**src/rtl/regfile_write_arbiter_pkg.sv**
```systemverilog
// Shared types and defaults for the register-file write arbiter.
package regfile_arb_pkg;

  typedef enum logic {ARB, CLEAR} arb_state_t;

  localparam int DEF_NUM_REQ  = 3;
  localparam int DEF_DATA_W   = 8;
  localparam int DEF_ADDR_W   = 3;
  localparam int DEF_NUM_REGS = 8;

  // Bits needed to index n items, never less than one.
  function automatic int clog2_min1(input int n);
    int r;
    r = 0;
    while ((1 << r) < n) r = r + 1;
    if (r < 1) r = 1;
    return r;
  endfunction

endpackage

```
**src/rtl/regfile_write_arbiter_if.sv**
```systemverilog
// Writeback request bus and register-file write port of the arbiter.
interface regfile_write_arbiter_if #(
  parameter int NUM_REQ = 3,
  parameter int DATA_W  = 8,
  parameter int ADDR_W  = 3
);
  logic [NUM_REQ-1:0]        req_valid;
  logic [NUM_REQ*ADDR_W-1:0] req_addr;
  logic [NUM_REQ*DATA_W-1:0] req_data;
  logic [NUM_REQ-1:0]        req_ready;
  logic                      clear_start;
  logic                      clear_busy;
  logic                      rf_write;
  logic [ADDR_W-1:0]         rf_addr;
  logic [DATA_W-1:0]         rf_data;
  logic [1:0]                grant_id;

  modport master (
    output req_valid, req_addr, req_data, clear_start,
    input  req_ready, clear_busy, rf_write, rf_addr, rf_data, grant_id
  );

  modport slave (
    input  req_valid, req_addr, req_data, clear_start,
    output req_ready, clear_busy, rf_write, rf_addr, rf_data, grant_id
  );
endinterface

```
**src/rtl/regfile_write_arbiter_rr.sv**
```systemverilog
// Combinational round-robin picker: first requester at or after i_ptr wins.
module rr_arbiter
  import regfile_arb_pkg::*;
#(
  parameter int NUM_REQ = DEF_NUM_REQ,
  localparam int PTR_W  = clog2_min1(NUM_REQ)
) (
  input  logic [NUM_REQ-1:0] i_req,
  input  logic [PTR_W-1:0]   i_ptr,
  input  logic               i_en,
  output logic [NUM_REQ-1:0] o_grant,
  output logic [PTR_W-1:0]   o_idx
);

  logic w_found;

  always_comb begin
    o_grant = '0;
    o_idx   = '0;
    w_found = 1'b0;
    for (int k = 0; k < NUM_REQ; k++) begin
      int j;
      j = (int'(i_ptr) + k) % NUM_REQ;
      if (i_en && !w_found && i_req[j]) begin
        o_grant[j] = 1'b1;
        o_idx      = PTR_W'(j);
        w_found    = 1'b1;
      end
    end
  end

endmodule

```
**src/rtl/regfile_write_arbiter.sv**
```systemverilog
// Shares the register file write port among requesters and sequences a
// one-register-per-cycle clear sweep.
module regfile_write_arbiter
  import regfile_arb_pkg::*;
#(
  parameter int NUM_REQ  = DEF_NUM_REQ,
  parameter int DATA_W   = DEF_DATA_W,
  parameter int ADDR_W   = DEF_ADDR_W,
  parameter int NUM_REGS = DEF_NUM_REGS
) (
  input  logic                     clk,
  input  logic                     reset,
  regfile_write_arbiter_if.slave   bus
);

  localparam int PTR_W = clog2_min1(NUM_REQ);
  localparam int CNT_W = clog2_min1(NUM_REGS);

  arb_state_t        r_state, w_state_next;
  logic [PTR_W-1:0]  r_rr_ptr, w_rr_ptr_next;
  logic [CNT_W-1:0]  r_cnt, w_cnt_next;
  logic              r_rf_write, w_rf_write_next;
  logic [ADDR_W-1:0] r_rf_addr, w_rf_addr_next;
  logic [DATA_W-1:0] r_rf_data, w_rf_data_next;
  logic [1:0]        r_grant_id, w_grant_id_next;

  logic [ADDR_W-1:0] w_addr_arr [NUM_REQ];
  logic [DATA_W-1:0] w_data_arr [NUM_REQ];
  logic [NUM_REQ-1:0] w_grant;
  logic [PTR_W-1:0]  w_idx;
  logic              w_arb_en;
  logic              w_any;

  generate
    for (genvar gi = 0; gi < NUM_REQ; gi++) begin : g_slice
      assign w_addr_arr[gi] = bus.req_addr[gi*ADDR_W +: ADDR_W];
      assign w_data_arr[gi] = bus.req_data[gi*DATA_W +: DATA_W];
    end
  endgenerate

  // A clear request or reset blocks every grant in the same cycle.
  assign w_arb_en = reset && (r_state == ARB) && !bus.clear_start;

  rr_arbiter #(.NUM_REQ(NUM_REQ)) u_rr (
    .i_req   (bus.req_valid),
    .i_ptr   (r_rr_ptr),
    .i_en    (w_arb_en),
    .o_grant (w_grant),
    .o_idx   (w_idx)
  );

  assign w_any          = |w_grant;
  assign bus.req_ready  = w_grant;
  assign bus.clear_busy = (r_state == CLEAR);
  assign bus.rf_write   = r_rf_write;
  assign bus.rf_addr    = r_rf_addr;
  assign bus.rf_data    = r_rf_data;
  assign bus.grant_id   = r_grant_id;

  always_comb begin
    w_state_next    = r_state;
    w_rr_ptr_next   = r_rr_ptr;
    w_cnt_next      = r_cnt;
    w_rf_write_next = 1'b0;
    w_rf_addr_next  = r_rf_addr;
    w_rf_data_next  = r_rf_data;
    w_grant_id_next = r_grant_id;
    case (r_state)
      ARB: begin
        if (bus.clear_start) begin
          w_state_next = CLEAR;
          w_cnt_next   = '0;
        end else if (w_any) begin
          w_rf_write_next = 1'b1;
          w_rf_addr_next  = w_addr_arr[w_idx];
          w_rf_data_next  = w_data_arr[w_idx];
          w_grant_id_next = 2'(w_idx);
          w_rr_ptr_next   = PTR_W'((int'(w_idx) + 1) % NUM_REQ);
        end
      end
      CLEAR: begin
        w_rf_write_next = 1'b1;
        w_rf_addr_next  = ADDR_W'(r_cnt);
        w_rf_data_next  = '0;
        w_grant_id_next = 2'd0;
        if (r_cnt == CNT_W'(NUM_REGS - 1)) begin
          w_state_next = ARB;
          w_cnt_next   = '0;
        end else begin
          w_cnt_next = r_cnt + 1'b1;
        end
      end
      default: w_state_next = ARB;
    endcase
  end

  always_ff @(posedge clk) begin
    if (!reset) begin
      r_state    <= ARB;
      r_rr_ptr   <= '0;
      r_cnt      <= '0;
      r_rf_write <= 1'b0;
      r_rf_addr  <= '0;
      r_rf_data  <= '0;
      r_grant_id <= 2'd0;
    end else begin
      r_state    <= w_state_next;
      r_rr_ptr   <= w_rr_ptr_next;
      r_cnt      <= w_cnt_next;
      r_rf_write <= w_rf_write_next;
      r_rf_addr  <= w_rf_addr_next;
      r_rf_data  <= w_rf_data_next;
      r_grant_id <= w_grant_id_next;
    end
  end

endmodule

```
**src/flat_wrapper.sv**
```systemverilog
// flat-port wrapper written by rule: the top's interface ports become plain ports
module regfile_write_arbiter_flat import regfile_arb_pkg::*;
#(
  parameter int NUM_REQ  = DEF_NUM_REQ,
  parameter int DATA_W   = DEF_DATA_W,
  parameter int ADDR_W   = DEF_ADDR_W,
  parameter int NUM_REGS = DEF_NUM_REGS
)
  (clk, reset, bus_req_valid, bus_req_addr, bus_req_data, bus_clear_start, bus_req_ready, bus_clear_busy, bus_rf_write, bus_rf_addr, bus_rf_data, bus_grant_id);
  regfile_write_arbiter_if #(.NUM_REQ(NUM_REQ), .DATA_W(DATA_W), .ADDR_W(ADDR_W)) bus_i ();
  input  logic clk;
  input  logic reset;
  input wire logic [$bits(bus_i.req_valid)-1:0] bus_req_valid;
  input wire logic [$bits(bus_i.req_addr)-1:0] bus_req_addr;
  input wire logic [$bits(bus_i.req_data)-1:0] bus_req_data;
  input wire logic [$bits(bus_i.clear_start)-1:0] bus_clear_start;
  output wire logic [$bits(bus_i.req_ready)-1:0] bus_req_ready;
  output wire logic [$bits(bus_i.clear_busy)-1:0] bus_clear_busy;
  output wire logic [$bits(bus_i.rf_write)-1:0] bus_rf_write;
  output wire logic [$bits(bus_i.rf_addr)-1:0] bus_rf_addr;
  output wire logic [$bits(bus_i.rf_data)-1:0] bus_rf_data;
  output wire logic [$bits(bus_i.grant_id)-1:0] bus_grant_id;
  assign bus_i.req_valid = bus_req_valid;
  assign bus_i.req_addr = bus_req_addr;
  assign bus_i.req_data = bus_req_data;
  assign bus_i.clear_start = bus_clear_start;
  assign bus_req_ready = bus_i.req_ready;
  assign bus_clear_busy = bus_i.clear_busy;
  assign bus_rf_write = bus_i.rf_write;
  assign bus_rf_addr = bus_i.rf_addr;
  assign bus_rf_data = bus_i.rf_data;
  assign bus_grant_id = bus_i.grant_id;
  regfile_write_arbiter #(.NUM_REQ(NUM_REQ), .DATA_W(DATA_W), .ADDR_W(ADDR_W), .NUM_REGS(NUM_REGS)) u_core (.clk(clk), .reset(reset), .bus(bus_i));
endmodule
```
**config.mk**
```make
export PLATFORM = sky130hd
export DESIGN_NAME = regfile_write_arbiter_flat
export DESIGN_NICKNAME = d
export VERILOG_FILES = /design/src/rtl/regfile_write_arbiter_pkg.sv /design/src/rtl/regfile_write_arbiter_if.sv /design/src/rtl/regfile_write_arbiter_rr.sv /design/src/rtl/regfile_write_arbiter.sv /design/src/flat_wrapper.sv
export SDC_FILE = /design/constraint.sdc
export NUM_CORES = 1
export LEC_CHECK = 0
export BUFFER_PORTS_ARGS = -buffer_cell sky130_fd_sc_hd__buf_2
export CORE_MARGIN = 5
export CORE_UTILIZATION = 48
export CTS_CLUSTER_DIAMETER = 150
export CTS_CLUSTER_SIZE = 40
export DETAILED_ROUTE_END_ITERATION = 16
export GPL_ROUTABILITY_DRIVEN = 0
export PLACE_DENSITY = 0.74
export SLEW_MARGIN = 20
export SYNTH_ARGS = -nofsm -noshare
export SYNTH_HDL_FRONTEND = slang
export SYNTH_SLANG_ARGS = --single-unit
```
**constraint.sdc**
```tcl
create_clock -name clk -period 2.9 [get_ports clk]
set_input_delay 0.29 -clock clk [delete_from_list [all_inputs] [get_ports clk]]
set_output_delay 0.29 -clock clk [all_outputs]
set_load 0.03 [all_outputs]
```
# Word-level counts from Yosys, hierarchy flattened
# Index checks and enable logic that the tools add are counted.
[totals] register_bits=20 in_bits=39 out_inout_bits=18
[op_classes] muxes=47 magnitude_cmp=7 bitwise=5 reduce_logical=16 eq_ne=4 n_div=4 add_sub_neg=4
[ops] operator="greater-or-equal comparator 32 x 1 -> 1 bit, second input constant" count=3
[ops] operator="less-than comparator 32 x 4 -> 1 bit, second input constant" count=3
[ops] operator="modulo 32 x 3 -> 32 bit, second input constant" count=3
[ops] operator="modulo 3 x 3 -> 32 bit, second input constant" count=1
[ops] operator="two-way mux 8 bit" count=4
[ops] operator="two-way mux 3 bit" count=9
[ops] operator="binary-select mux 8 bit (select 2 bit)" count=1
[ops] operator="one-hot mux 8 bit (2 select lines)" count=1
[ops] operator="two-way mux 1 bit" count=15
[ops] operator="one-hot mux 3 bit (2 select lines)" count=2
[ops] operator="logical AND 1 bit" count=10
[ops] operator="two-way mux 2 bit" count=5
[ops] operator="adder 2 x 1 -> 3 bit, second input constant" count=2
[ops] operator="binary-select mux 1 bit (select 2 bit)" count=3
[ops] operator="binary-select mux 3 bit (select 2 bit)" count=1
[ops] operator="demux 1 bit (select 2 bit)" count=3
[ops] operator="bitwise OR 3 bit" count=2
[ops] operator="!= test 2 bit, second input constant" count=2
[ops] operator="one-hot mux 1 bit (2 select lines)" count=2
[ops] operator="one-hot mux 2 bit (2 select lines)" count=1
[ops] operator="adder 2 x 2 -> 3 bit, second input constant" count=1
[ops] operator="adder 3 x 1 -> 3 bit, second input constant" count=1
[ops] operator="equality test 3 bit, second input constant" count=1
[ops] operator="greater-or-equal comparator 3 bit, second input constant" count=1
[ops] operator="other kinds (7)" count=10

# Depth between registers and ports, before layout
[depth] ltp_word=21 mapped_depth=11 mapped_depth_nobuf=8

# Cells and area by module
# From an unflattened synthesis, not the netlist that was laid out.
[unflattened] hier_cells=143 area_unflattened_um2=1296.2
[modules_own_cells] mod="regfile_write_arbiter" area_per_inst_um2=1027.2 n_inst=1 cells_each=106
[modules_own_cells] mod="rr_arbiter" area_per_inst_um2=269.0 n_inst=1 cells_each=37

# Worst setup path after synthesis
# No wires, ideal clock.
[synth_timing] kind="register to register" from="register u_core.r_rr_ptr[0]" to="register u_core.r_rf_data[3] (netlist: u_core.bus.rf_data[3])" arrival_ns=2.168 period_less_slack_ns=2.282 slack_ns=0.618 t_required_ns=2.785 stages_incl_launch_ff=11 n_path_buf=2 cell_sequence="dfxtp_1 > inv_1 > ha_1 > buf_2 > inv_2 > or4_1 > a31oi_1 > a211o_2 > buf_6 > nor4b_2 > o21a_1"
[synth_via] elab_chain_len=21 word_cells_on_any_way=56 classes_between="2 x add/sub; 3 x div; 6 x order compare; 1 x eq/ne; 29 x mux; 3 x bitwise; 12 x reduce/logical"
[synth_lines] element="from (decl)" line_no="regfile_write_arbiter.sv:20" rtl="logic [PTR_W-1:0] r_rr_ptr, w_rr_ptr_next;"
[synth_lines] element="from (signal assigned)" line_no="regfile_write_arbiter.sv:108" rtl="r_rr_ptr <= w_rr_ptr_next;"
[synth_lines] element="parallel branches: the longest is 21 deep, another holds modulo 32 x 3 -> 32 bit"
[synth_lines] element="to (signal assigned)" line_no="regfile_write_arbiter.sv:112" rtl="r_rf_data <= w_rf_data_next;"
[synth_lines] element="to (decl)" line_no="regfile_write_arbiter.sv:24" rtl="logic [DATA_W-1:0] r_rf_data, w_rf_data_next;"
# Several ways; the timed one is not identified. The select of a mux whose other input is x is not followed.
# A chain may end at the register's enable or synchronous reset.

# Worst setup path after layout
[layout_timing] from="register u_core.r_rr_ptr[0]" to="output bus_req_ready[1]"
[layout_via] elab_chain_len=14 word_cells_on_any_way=43 classes_between="2 x add/sub; 3 x div; 6 x order compare; 20 x mux; 2 x bitwise; 10 x reduce/logical"
[layout_lines] element="parallel branches: the longest is 13 deep, another holds modulo 32 x 3 -> 32 bit"
[layout_lines] element="two-way mux 3 bit (*)" line_no="regfile_write_arbiter_rr.sv:24" rtl="if (i_en && !w_found && i_req[j]) begin"
[layout_lines] element="to (decl)" line_no="flat_wrapper.sv:17" rtl="output wire logic [$bits(bus_i.req_ready)-1:0] bus_req_ready;"
# Every way passes the cells marked *. The select of a mux whose other input is x is not followed.

==> metrics.md <==
| Metric | Value |
|---|---|
| Status | finished, final reports clean |
| Hold path startpoint | bus_clear_start |
| #FFs+latches synth | 20 |
| NumNets Final | 284 |
| Cell Count Post-Placement | 280 |
| Endpoint class of the critical path | output pin |
| Die height | 68.5 microns |
| Worst EP arrival | 2.41 ns |
| Placed instance area | 1930 sq um |
| Fin. max-slew vios | 0 |
| Vias post-DR | 1643 |
| DRC errors left | 0 |
| Post-DP HPWL | 3460 microns |
| Hold Slack | 0.391 ns |
| Port Buffers | 56 |
| Core Box Area | 3340 sq um |
| Sequential area share after synthesis | 24.4% |
| DR iter-0 viols | 179 |
| Pint | 0.463 mW |
| Max VDD drop | 262 uV |
| Post-Layout Cell Count | 284 |
| Vias in the first global route | 1441 |
| Die Area | 4690 sq um |
| Ant. Diodes | 0 |
| Gr ovfl total | 0 |
| Worst Hold Class | in -> reg |
| Unrepaired setup endpoints after global routing | false |
| Setup Skew | 0.000687 ns |
| Total power | 0.694 mW |
| Critical Path RT | 2.61 ns |
| Top_reg_cell synth | dfxtp_1 |
| Gate Count Post-Synth | 187 |
| Post-route ant nets | 0 |
| Die W | 68.5 microns |
| Design area | 1970 sq um |
| Switching power | 0.230 mW |
| Post-layout minimum cycle time | 2.70 ns |
| Post-route core utilization | 59.1% |
| Clk network pwr share | 22.6% |
| PnR worst setup slack | 0.198 ns |
| Worst R2R End | u_core.bus.rf_data[7]$_SDFFE_PN0P_ |
| CTS tree | done |
| Largest net degree at the start of global routing | 26 |
| Setup bufs post-CTS | 0 |
| Distinct cells, synth | 50 |
| Leak | 0.826 nW |
| Drt total wl | 4400 microns |
| Area leader, netlist | dfxtp_1 |
| Final hold vios | 0 |
| Mapped Area | 1640 sq um |
| Slew @ Worst Pin | 0.466 ns |
| CP startpoint kind | flop |
| Period utilization | 93.2% |
| End of the worst hold path | u_core.r_cnt[1]$_SDFFE_PN0N_ |
| Initial antenna violation count | 0 |
| Clock tree buffer depth | 2 |
| Comb pwr share | 34.6% |
| CTS buffer count | 3 |
| Wirelength per Cell | 15.5 microns |
| Total global-route track usage | 18.7% |
| Worst-path clk slew | 0.11 ns |
| Root Buffer Master | clkbuf_4 |
| Row Count | 21 |
| Post-synthesis net count | 232 |
| Starting Density | 49.2% |
| Sequential Power Share | 42.8% |
| Crit path kind | reg -> out |
| Setup violators final | 0 |
| FF-to-FF path depth | 9 |
| Synth area leaders | dfxtp_1 (24%), a22oi_1 (7.3%), ha_1 (4.6%) |
| Io pins | 57 |
| Worst r2r src | u_core.r_rr_ptr[0]$_SDFFE_PN0P_ |
| Clock Latency Late Sink | 0.29 ns |
| Slowest-stage cell, CP | or4_1 |
| Worst hold path depth | 4 |
| First-pass GRT wire length | 6780 microns |
| H-tree depth | 1 |
| Critical path, cell by cell | inv_1, ha_2, inv_2, or4_1, a31oi_1, a31o_2, buf_2 |
| Yosys warnings | 0 |
| Sw Ratio | 33.2% |
| Relative slew slack | 68.9% |
| Worst slack, placed | 0.282 ns |
| Crit Path Max Fanout | 9 |
| CP max stage delay | 0.51 ns |
| Pwr Density | 352 nW/um^2 |
| Clock sinks | 20 |
| Top cell type's share of synthesized area | 24.4% |
| Fin Setup TNS | 0 ns |
| R2R setup slack | 0.37 ns |
| Fraction of registers with async set or reset after synthesis | 0% |
| Share of layout cells above drive strength 1 | 36.6% |
| Syn-to-layout area delta | 20.0% |
| Syn Area/Cell | 8.79 sq um |
| EDFF count, synth | 0 |
| Max Cap Viol | 0 |
| Post-DR vias/cell | 5.79 |
| DR pass1 iterations | 4 |
| Maximum operating frequency | 0.370 GHz |
synthesized netlist by cell type, types with 5 or more instances:
master,n
a22oi_1,16
nand3_1,13
nor3b_1,6
buf_2,5
a21oi_1,11
nand2_1,8
o21ai_1,6
o21a_1,9
dfxtp_1,20
nor2_1,9
o211ai_1,6
nand3b_1,6
ha_1,6
worst max-delay path: cells and delay by family (launching register included):
kind,cells,cell delay [ns]
compound gates,2,0.47
fa+ha+maj,1,0.42
buf+inv,3,0.33
simple gates,1,0.51
flops,1,0.40
power groups by stage:
stage          clock (mW)  sequential [mW]  combinational (mW)
4_1_cts             0.161            0.297               0.238
3_5_place_dp            0            0.303               0.237
5_1_grt             0.171            0.299               0.262
3_3_place_gp            0            0.303               0.237
6_report            0.157            0.297               0.240
2_1_floorplan           0            0.323               0.149
routing by layer:
layer / vias up / wire length [microns] / share of wire, % / global-route usage, %
met5: - / 0 / 0 / 0
met4: 0 / 17 / 0.39 / 4.96
met3: 2 / 328 / 7.5 / 2.11
met2: 62 / 1970 / 45 / 29.1
met1: 741 / 2080 / 47 / 27.2
li1: 838 / - / - / -
kinds of logic (layout without fill, tap and decap cells):
| group | Yosys count | count (layout) | share of synthesized area, % |
|---|---|---|---|
| adders and majority gates | 6 | 6 | 4.57 |
| AOI/OAI and AO/OA | 73 | 73 | 33.6 |
| buffers and inverters | 21 | 72 | 7.46 |
| muxes | 4 | 4 | 4.34 |
| and+or+nand+nor | 63 | 63 | 25.7 |
| DFF | 20 | 20 | 24.4 |
sequential cells by signal, summed over array words and instances (netlist names):
| name | count |
|---|---|
| u_core.bus.grant_id | 2 |
| u_core.bus.rf_write | 1 |
| u_core.bus.rf_data | 8 |
| u_core.r_cnt | 3 |
| u_core.bus.rf_addr | 3 |
| u_core.bus.clear_busy | 1 |
| u_core.r_rr_ptr | 2 |
repair_timing:
item | in CTS | in global routing
hold buffers | 0 | 0
endpoints found under the setup margin | 0 | 2
hold endpoints to repair | 0 | 0
gates resized for setup | 0 | 2
cells in the final DEF, fill, tap and decap left out, types with 3 or more instances in the layout:
master    count
a211oi_1      3
a21oi_1      11
a22oi_1      16
a311o_1       3
buf_2        56
buf_4         7
clkbuf_4      3
dfxtp_1      20
ha_1          4
inv_1         4
nand2_1       8
nand3_1      13
nand3b_1      6
nor2_1        9
nor3b_1       6
nor4b_1       4
nor4b_2       4
o211ai_1      6
o21a_1        9
o21ai_1       6
o311ai_0      3
cell type report:
class                   instances  area [sq um]
clock buffers                   4          36.3
fillers                       333          1370
inverters                       5          18.8
multi-input cells             146          1120
flip-flops and latches         20           400
well taps                      46          57.6
repair buffers                 63           333
how the worst max path moves through the flow:
stage / start / endpoint / slack [ns] / depth (start not counted)
after floorplan: u_core.r_rr_ptr[0]$_SDFFE_PN0P_ / u_core.bus.rf_data[3]$_SDFFE_PN0P_ / 0.62 / 10
after global placement: u_core.r_rr_ptr[1]$_SDFFE_PN0P_ / u_core.bus.rf_addr[1]$_SDFFE_PN0P_ / 0.35 / 8
after detailed placement: u_core.r_rr_ptr[1]$_SDFFE_PN0P_ / u_core.bus.rf_addr[1]$_SDFFE_PN0P_ / 0.28 / 8
after CTS: u_core.r_rr_ptr[1]$_SDFFE_PN0P_ / bus_req_ready[0] / 0.12 / 8
after global routing: u_core.r_rr_ptr[0]$_SDFFE_PN0P_ / bus_req_ready[1] / 0.01 / 7
final: u_core.r_rr_ptr[0]$_SDFFE_PN0P_ / bus_req_ready[1] / 0.20 / 7
(Power assumes the default switching activity.)
